[src/rtl/gpu_prim_load_sequencer.sv]
// GP0 primitive parameter sequencer: pops polygon/rectangle words into the vertex register file.
// Define GPU_RECT_SEQ_EN to sequence rectangles (0x60-0x7F); otherwise they are dropped as unsupported.
module gpu_prim_load_sequencer (
    input  logic        i_clk,
    input  logic        i_rst,
    input  logic        i_fifoValid,
    input  logic [31:0] i_fifoData,
    output logic        o_fifoRead,
    output logic        o_validData,
    output logic [31:0] o_data,
    output logic [7:0]  o_command,
    output logic [1:0]  o_targetVertex,
    output logic        o_loadVertices,
    output logic        o_loadUV,
    output logic        o_loadRGB,
    output logic        o_loadAllRGB,
    output logic        o_loadSize,
    output logic [1:0]  o_loadSizeParam,
    output logic        o_loadRectEdge,
    output logic        o_isVertexLoadState,
    output logic        o_bUseTexture,
    output logic        o_bIgnoreColor,
    output logic        o_primValid,
    input  logic        i_primAck,
    output logic        o_unsupported,
    output logic        o_busy
);

    typedef enum logic [2:0] {
        S_IDLE,
        S_EMIT,
        S_COLOR,
        S_VERTEX,
        S_UV
`ifdef GPU_RECT_SEQ_EN
        , S_SIZE
`endif
    } state_t;

    state_t     state_q, state_d;
    logic [1:0] vi_q, vi_d;
    logic [7:0] cmd_q, cmd_d;
    logic       primValid_q;
    logic       unsupported_q, unsupported_d;

    logic [7:0] cmd;
    logic       gouraud, quad, tex, isPoly, go;
    logic [1:0] slot;
    state_t     polyNext;
    logic [1:0] polyNextVi;
`ifdef GPU_RECT_SEQ_EN
    logic       isRect;
    logic [1:0] rsize;
    state_t     rectNext;
`endif

    // In IDLE the flags come straight from the head word so the first word can be decoded and consumed.
    assign cmd     = (state_q == S_IDLE) ? i_fifoData[31:24] : cmd_q;
    assign gouraud = cmd[4];
    assign quad    = cmd[3];
    assign tex     = cmd[2];
    assign isPoly  = (cmd[7:5] == 3'b001);
    assign go      = i_fifoValid & ~i_rst;
    assign slot    = (vi_q == 2'd3) ? 2'd0 : vi_q;

    // vi of 2 or 3 means the current triangle's last vertex has just been loaded.
    assign polyNext   = vi_q[1] ? S_EMIT : (gouraud ? S_COLOR : S_VERTEX);
    assign polyNextVi = vi_q[1] ? vi_q : vi_q + 2'd1;

`ifdef GPU_RECT_SEQ_EN
    assign isRect   = (cmd[7:5] == 3'b011);
    assign rsize    = cmd[4:3];
    assign rectNext = (rsize == 2'd0) ? S_SIZE : S_EMIT;
`endif

    assign o_validData   = o_fifoRead;
    assign o_data        = i_fifoData;
    assign o_command     = cmd;
    assign o_bUseTexture = cmd[2];
    assign o_bIgnoreColor = cmd[2] & cmd[0];
    assign o_primValid   = primValid_q;
    assign o_unsupported = unsupported_q;
    assign o_busy        = (state_q != S_IDLE);

    always_comb begin
        state_d             = state_q;
        vi_d                = vi_q;
        cmd_d               = cmd_q;
        unsupported_d       = 1'b0;
        o_fifoRead          = 1'b0;
        o_targetVertex      = 2'd0;
        o_loadVertices      = 1'b0;
        o_loadUV            = 1'b0;
        o_loadRGB           = 1'b0;
        o_loadAllRGB        = 1'b0;
        o_loadSize          = 1'b0;
        o_loadSizeParam     = 2'd0;
        o_loadRectEdge      = 1'b0;
        o_isVertexLoadState = 1'b0;

        case (state_q)
            S_IDLE: begin
                if (go) begin
                    o_fifoRead = 1'b1;
                    cmd_d      = i_fifoData[31:24];
                    vi_d       = 2'd0;
                    if (isPoly) begin
                        o_loadRGB    = 1'b1;
                        o_loadAllRGB = ~gouraud;
                        state_d      = S_VERTEX;
                    end
`ifdef GPU_RECT_SEQ_EN
                    else if (isRect) begin
                        o_loadRGB    = 1'b1;
                        o_loadAllRGB = 1'b1;
                        state_d      = S_VERTEX;
                    end
`endif
                    else begin
                        unsupported_d = 1'b1;
                    end
                end
            end
            S_COLOR: begin
                if (go) begin
                    o_fifoRead     = 1'b1;
                    o_loadRGB      = 1'b1;
                    o_targetVertex = slot;
                    state_d        = S_VERTEX;
                end
            end
            S_VERTEX: begin
                if (go) begin
                    o_fifoRead     = 1'b1;
                    o_loadVertices = 1'b1;
                    o_targetVertex = slot;
`ifdef GPU_RECT_SEQ_EN
                    if (isRect) begin
                        o_targetVertex = 2'd0;
                        if (rsize != 2'd0) begin
                            o_loadSize          = 1'b1;
                            o_loadRectEdge      = 1'b1;
                            o_isVertexLoadState = 1'b1;
                            o_loadSizeParam     = rsize;
                        end
                        state_d = tex ? S_UV : rectNext;
                    end else
`endif
                    if (tex) begin
                        state_d = S_UV;
                    end else begin
                        state_d = polyNext;
                        vi_d    = polyNextVi;
                    end
                end
            end
            S_UV: begin
                if (go) begin
                    o_fifoRead     = 1'b1;
                    o_loadUV       = 1'b1;
                    o_targetVertex = slot;
`ifdef GPU_RECT_SEQ_EN
                    if (isRect) begin
                        state_d = rectNext;
                    end else
`endif
                    begin
                        state_d = polyNext;
                        vi_d    = polyNextVi;
                    end
                end
            end
`ifdef GPU_RECT_SEQ_EN
            S_SIZE: begin
                if (go) begin
                    o_fifoRead     = 1'b1;
                    o_loadSize     = 1'b1;
                    o_loadRectEdge = 1'b1;
                    state_d        = S_EMIT;
                end
            end
`endif
            S_EMIT: begin
                if (i_primAck) begin
                    // Second quad triangle reuses slots 1 and 2 and only reloads slot 0 (vi = 3).
                    if (isPoly && quad && (vi_q == 2'd2)) begin
                        vi_d    = 2'd3;
                        state_d = gouraud ? S_COLOR : S_VERTEX;
                    end else begin
                        state_d = S_IDLE;
                    end
                end
            end
            default: state_d = S_IDLE;
        endcase
    end

    always_ff @(posedge i_clk) begin
        if (i_rst) begin
            state_q       <= S_IDLE;
            vi_q          <= 2'd0;
            cmd_q         <= 8'h00;
            primValid_q   <= 1'b0;
            unsupported_q <= 1'b0;
        end else begin
            state_q       <= state_d;
            vi_q          <= vi_d;
            cmd_q         <= cmd_d;
            primValid_q   <= (state_d == S_EMIT);
            unsupported_q <= unsupported_d;
        end
    end

endmodule

[config.mk]
export PLATFORM = sky130hd
export DESIGN_NAME = gpu_prim_load_sequencer
export DESIGN_NICKNAME = d
export VERILOG_FILES = /design/src/rtl/gpu_prim_load_sequencer.sv
export SDC_FILE = /design/constraint.sdc
export NUM_CORES = 1
export LEC_CHECK = 0
export CAP_MARGIN = 5
export CORE_UTILIZATION = 35
export CTS_CLUSTER_DIAMETER = 150
export DETAILED_ROUTE_END_ITERATION = 12
export GPL_ROUTABILITY_DRIVEN = 0
export PLACE_DENSITY_LB_ADDON = 0.05
export SLEW_MARGIN = 10
export SYNTH_ARGS = -nofsm -noshare
export SYNTH_HDL_FRONTEND = slang
export SYNTH_SLANG_ARGS = --single-unit
[constraint.sdc]
create_clock -name i_clk -period 1.8 [get_ports i_clk]
set_input_delay 0.18 -clock i_clk [delete_from_list [all_inputs] [get_ports i_clk]]
set_output_delay 0.18 -clock i_clk [all_outputs]
set_load 0.02 [all_outputs]
==> results_dict.tcl, run 1 <==
set metrics [dict create \
    path_clk_slew_ps 70 \
    clk_latency_ps 250 \
    routed_wl_microns 3188 \
    hold_viol_final 0 \
    clock-skew-final_ps 4.760 \
    hp-class "in2out" \
    status "finished with violations" \
    r2r_start "state_q[1]" \
    timing.setup.tns_ps -16.78 \
    timing.fmax_ghz 0.5504 \
    antenna_cells 0 \
    drc 0 \
    reg2reg_to "o_primValid" \
    core_area_sq_um 3442 \
    cp_max_fo 4 \
    fin_ws_ps -16.78 \
    synth_flop_cell "dfxtp_1" \
    ys_async_sr_fraction 0 \
    cts-buffers-inserted 3 \
    crit_arrival_ps 1640 \
    cp-end-kind "primary output" \
    cts_hold_buf 0 \
    ys_top_cells_by_count "41 x buf_4, 19 x nand2_1, 15 x dfxtp_1, 13 x nand2b_1, 10 x o21ai_0" \
    syn_area_sq_um 1296 \
    cts_root_buf "clkbuf_8" \
    drtIter0Drc 71 \
    post-synth-top-area-fraction 0.2375 \
    crit_family "simple AND/OR/NAND/NOR gates" \
    grt_remaining_overflow 0 \
    first_pass_iters 4 \
    syn_area_per_cell_sq_um 8.256 \
    grt_usage 0.1720 \
    synth_seq_cells 15 \
    holdPathStages 0 \
    max-cap-violations 0 \
    ir_drop_mv 0.3128 \
    cts.sinks 15 \
    grt_pass1_wl_microns 5451 \
    grt_pass1_vias 1215 \
    min_to "o_data[18]" \
    fin_crit_ps 1817 \
    n_fill_cell 360 \
    drive_gt1_frac 0.3557 \
    synth_top_area_cell "buf_4" \
    wire_per_inst_microns 13.28 \
    dp_cells 233 \
    yosys-top-cells-area "buf_4 24%, dfxtp_1 23%, nand2b_1 6.3%, nand2_1 5.5%, o21ai_0 3.9%" \
    dieArea_sq_um 3951 \
    fin_cells 240 \
    design_power_total_mw 0.9334 \
    yosysWarnings 0 \
    antenna_found_initial 0 \
    yosysMostFrequentCell "buf_4" \
    post-place-ws_ps -260.5 \
    h-tree-depth 1 \
    hold_path.startpoint "i_fifoData[18]" \
    r2r_cells 6 \
    post-route-period-util 1.009 \
    die_w_microns 62.86 \
    cts_buffer_depth 2 \
    start_util 0.3766 \
    leakagePower_nw 0.7821 \
    maxSlewViolCount 0 \
    ios 94 \
    crit_slowest_cell "dfxtp_2" \
    cp.required_ps 1620 \
    final_core_utilization 0.4973 \
    synth_seq_area_share 0.2317 \
    crit_chain "nor3_4 > buf_4 > mux2_4 > and2_4 > buf_6" \
    r2r_slack_ps 190 \
    nets 231 \
    vias_per_cell 4.817 \
    crit_type "reg2out" \
    die_height_microns 62.86 \
    grt_max_degree 10 \
    setup_viol 1 \
    row_count 21 \
    crit_buf_inv 2 \
    rsz0062_at_grt "yes" \
    powerDensity_nw_per_um2 545.3 \
    startpoint_type "flop" \
    synth_edf_count 0 \
    synth_cells 157 \
    violations "setup timing" \
    antenna_left 0 \
    port_buffers 40 \
    multi_input_area_sq_um 684.4 \
    num_vias 1156 \
    seqCellArea_sq_um 302.8 \
    hpwl_microns 2498 \
    syn_to_final_growth_pct 32.05 \
    synth.distinct_cells 42 \
    cpPeakStageDelay_ps 350 \
    cts_tree "built" \
]
[timing repair]
action / CTS / global route
pin swaps: 1 / 2
setup endpoints to repair: 19 / 12
gates resized for setup: 47 / 18
setup buffers: 2 / 1
[worst max-delay path by stage]
stage                         startpoint           endpoint  cells past startpoint
after floorplan               state_q[2]  o_targetVertex[0]                      4
after global placement    i_fifoData[29]       o_loadAllRGB                      5
after detailed placement  i_fifoData[29]       o_loadAllRGB                      5
after CTS                     state_q[2]       o_command[4]                      5
after global routing          state_q[1]     o_bIgnoreColor                      5
final                         state_q[1]     o_bIgnoreColor                      5
[state kept, by name, summed over array words and instances, names as in the netlist]
name,cells
cmd_q,8
state_q,3
vi_q,2
o_primValid,1
o_unsupported,1
[layout make-up]
type | instances | area share
Multi-Input combinational cell | 97 | 0.3999
Timing Repair Buffer | 74 | 0.3538
Sequential cell | 15 | 0.1769
Tap cell | 46 | 0.03363
Clock buffer | 3 | 0.02412
Inverter | 4 | 0.008772
Clock inverter | 1 | 0.002924
[per-layer routing]
| metal | vias up | track usage | share of wire |
|---|---|---|---|
| met5 | - | 0 | 0 |
| met4 | 0 | 0.08430 | 0.026 |
| met3 | 16 | 0.03832 | 0.061 |
| met2 | 46 | 0.3016 | 0.49 |
| met1 | 529 | 0.1943 | 0.42 |
| li1 | 565 | - | - |
[layout by cell type, fill, tap and decap left out, types with 2 or more instances in the layout]
cell type and instances:
buf_2 4, clkbuf_2 6, nor2_1 5, buf_4 33, buf_6 3, and2_1 3
nand2_1 19, dfxtp_1 13, nor3b_1 3, dfxtp_2 2, nand2b_1 13, clkdlybuf4s50_1 21
nand3b_1 2, nor2b_1 2, clkbuf_8 3, o21ai_0 10, conb_1 5, o211a_1 2
inv_1 3, clkdlybuf4s15_1 2, mux2_2 3, dlygate4sd2_1 5, a21oi_1 3
[stage by stage]
stage / cell area [sq um] / hold WS, ps
floorplan: 1318 / 288.6
global placement: 1669 / 360.1
detailed placement: 1669 / 360.1
CTS: 1723 / 360.1
global route: 1712 / 360.0
finish: 1712 / 360.0
[cell families after synthesis]
family,Yosys count,share of synthesized area
buffers and inverters,49,0.2732
AOI/OAI and AO/OA,26,0.1506
muxes,6,0.05019
DFF,15,0.2317
other,1,0.002893
and+or+nand+nor,60,0.2915
[report_power, final]
part           internal (mW)  leakage, nW  switching (mW)
Combinational          0.145        0.633           0.148
Clock                  0.153       0.0255           0.123
Sequential             0.351        0.124          0.0127
Total                  0.650        0.782           0.284
(Power assumes the default switching activity.)
==> inputs of run 2 (changes only) <==
--- a/config.mk
+++ b/config.mk
@@ -8,6 +8,7 @@
 export CAP_MARGIN = 5
 export CORE_UTILIZATION = 35
 export CTS_CLUSTER_DIAMETER = 150
+export CTS_CLUSTER_SIZE = 8
 export DETAILED_ROUTE_END_ITERATION = 12
 export GPL_ROUTABILITY_DRIVEN = 0
 export PLACE_DENSITY_LB_ADDON = 0.05
==> results of run 2 <==
The final DEF is identical to that of run 1; final timing and power are the same.
==> inputs of run 3 (changes only) <==
==> constraint.sdc (replaced) <==
create_clock -name i_clk -period 1.8 [get_ports i_clk]
set_input_delay 0.18 -clock i_clk [delete_from_list [all_inputs] [get_ports i_clk]]
set_output_delay 0.18 -clock i_clk [all_outputs]
set_load 0.1 [all_outputs]
==> results_dict.tcl, run 3 (synthesis gave the netlist of run 1 again) <==
set metrics [dict create \
    post-route-period-util 1.014 \
    grt_usage 0.1739 \
    crit_family "simple AND/OR/NAND/NOR gates" \
    cp.required_ps 1620 \
    grt_max_degree 15 \
    cp_num_cells 6 \
    hold_viol_final 0 \
    nets 227 \
    drive_gt1_frac 0.5000 \
    row_count 21 \
    path_clk_slew_ps 70 \
    wire_per_inst_microns 13.55 \
    cts_root_buf "clkbuf_8" \
    ir_drop_mv 0.3497 \
    startpoint_type "flop" \
    violations "setup timing" \
    status "finished with violations" \
    crit_buf_inv 4 \
    first_pass_iters 4 \
    cts-buffers-inserted 3 \
    syn_to_final_growth_pct 62.26 \
    seqCellArea_sq_um 304.0 \
    fin_ws_ps -24.36 \
    cts.sinks 15 \
    grt_remaining_overflow 0 \
    final_core_utilization 0.6111 \
    r2r_slack_ps 150 \
    hpwl_microns 2469 \
    grt_pass1_wl_microns 5478 \
    antenna_cells 0 \
    largest_reg_flops 8 \
    crit_top_cell "buf_6" \
    r2r_start "state_q[0]" \
    r2r_cells 8 \
    final_area_sq_um 2103 \
    crit_type "reg2out" \
    setup.worst_path.start "state_q[0]" \
    num_vias 1157 \
    cts_buffer_depth 2 \
    clk_latency_ps 250 \
    leakagePower_nw 0.9071 \
    n_fill_cell 294 \
    crit_arrival_ps 1640 \
    h-tree-depth 1 \
    port_buffers 40 \
    hp-class "in2out" \
    final_cell_mix "27 x buf_4, 27 x buf_12, 15 x nand2_1" \
    cpPeakStageDelay_ps 330 \
    cts_tree "built" \
    cp_max_fo 4 \
    reg2reg_to "o_primValid" \
    die_w_microns 62.86 \
    multi_input_area_sq_um 764.5 \
    ios 94 \
    largest-register "cmd_q" \
    die_height_microns 62.86 \
    max-cap-violations 0 \
    powerDensity_nw_per_um2 621.6 \
    postPlaceCellArea_sq_um 1939 \
    cp-end-kind "primary output" \
    timing.fmax_ghz 0.5481 \
    grt_pass1_vias 1228 \
    endpoint "o_loadAllRGB" \
    core_area_sq_um 3442 \
    maxSlewViolCount 0 \
    antenna_found_initial 0 \
    antenna_left 0 \
    drc 0 \
    whs_ps 360.0 \
    design_power_total_mw 1.307 \
    rsz0062_at_grt "yes" \
    setup_viol 1 \
    drtIter0Drc 31 \
    routed_wl_microns 3197 \
    clock-skew-final_ps 5.380 \
    top_regs "cmd_q (8), state_q (3), vi_q (2)" \
    vias_per_cell 4.903 \
    crit_slowest_cell "dfxtp_2" \
    crit_chain "nor3_4 > buf_6 > buf_6 > inv_8 > nor4b_4 > buf_12" \
    fin_crit_ps 1824 \
    dieArea_sq_um 3951 \
    start_util 0.3766 \
]
==> run 3: changes by cell type in the layout (fill, tap and decap cells not counted), sizes merged <==
| cell | delta |
|---|---|
| buf | +19 |
| clkbuf | -6 |
| clkdlybuf4s15 | -2 |
| clkdlybuf4s50 | -11 |
| dlygate4sd2 | -4 |
==> run 3: stage by stage <==
step                      cells  setup WS, ps  setup TNS (ps)
after CTS                   232        -10.06          -23.24
after detailed placement    225        -59.72          -266.1
final                       236        -24.36          -24.36
after global placement      225        -46.21          -61.99
after global routing        236        -105.7          -109.1
after floorplan             161        -497.9           -1206
==> run 3: per-layer routing <==
layer / vias up / global-route usage / part of all wire
li1: 556 / - / -
met1: 534 / 0.1998 / 0.41
met2: 53 / 0.2867 / 0.48
met3: 14 / 0.05657 / 0.084
met4: 0 / 0.08721 / 0.027
met5: - / 0 / 0
==> run 3: cell type report <==
type                    count  area share
clock buffers               3     0.01963
clock inverters             1    0.002380
multi-input cells          97      0.3635
repair buffers             70      0.4319
flip-flops and latches     15      0.1446
well taps                  46     0.02736
inverters                   4     0.01071
==> run 3: worst min path at each step <==
stage                               from          to  slack [ps]  cells past startpoint
after floorplan           i_fifoData[24]    cmd_q[0]         290                      2
after global placement     i_fifoData[0]   o_data[0]         360                      0
after detailed placement   i_fifoData[0]   o_data[0]         360                      0
after CTS                  i_fifoData[0]   o_data[0]         360                      0
after global routing      i_fifoData[10]  o_data[10]         360                      0
final                     i_fifoData[10]  o_data[10]         360                      0
==> run 3: worst reg2reg max path: stages, from the launching register on <==
cell,delay [ps]
dfxtp_2,330
nor3_4,220
buf_6,140
buf_4,100
mux2i_1,60
buf_4,130
buf_4,140
o32ai_2,260
a311oi_2,140
==> run 3: report_power, final <==
part / switching (mW) / total, mW / internal [mW]
clock: 0.124 / 0.277 / 0.153
combinational: 0.423 / 0.663 / 0.240
sequential: 0.0154 / 0.367 / 0.352
==> run 3: repair_timing <==
| item | CTS | global route |
|---|---|---|
| hold buffers | 0 | 0 |
| pin swaps | 2 | 5 |
| gates resized for setup | 11 | 12 |
| gates cloned | 0 | 0 |
| hold endpoints to repair | 0 | 0 |
| endpoints found under the setup margin | 12 | 11 |
| setup buffers | 3 | 4 |
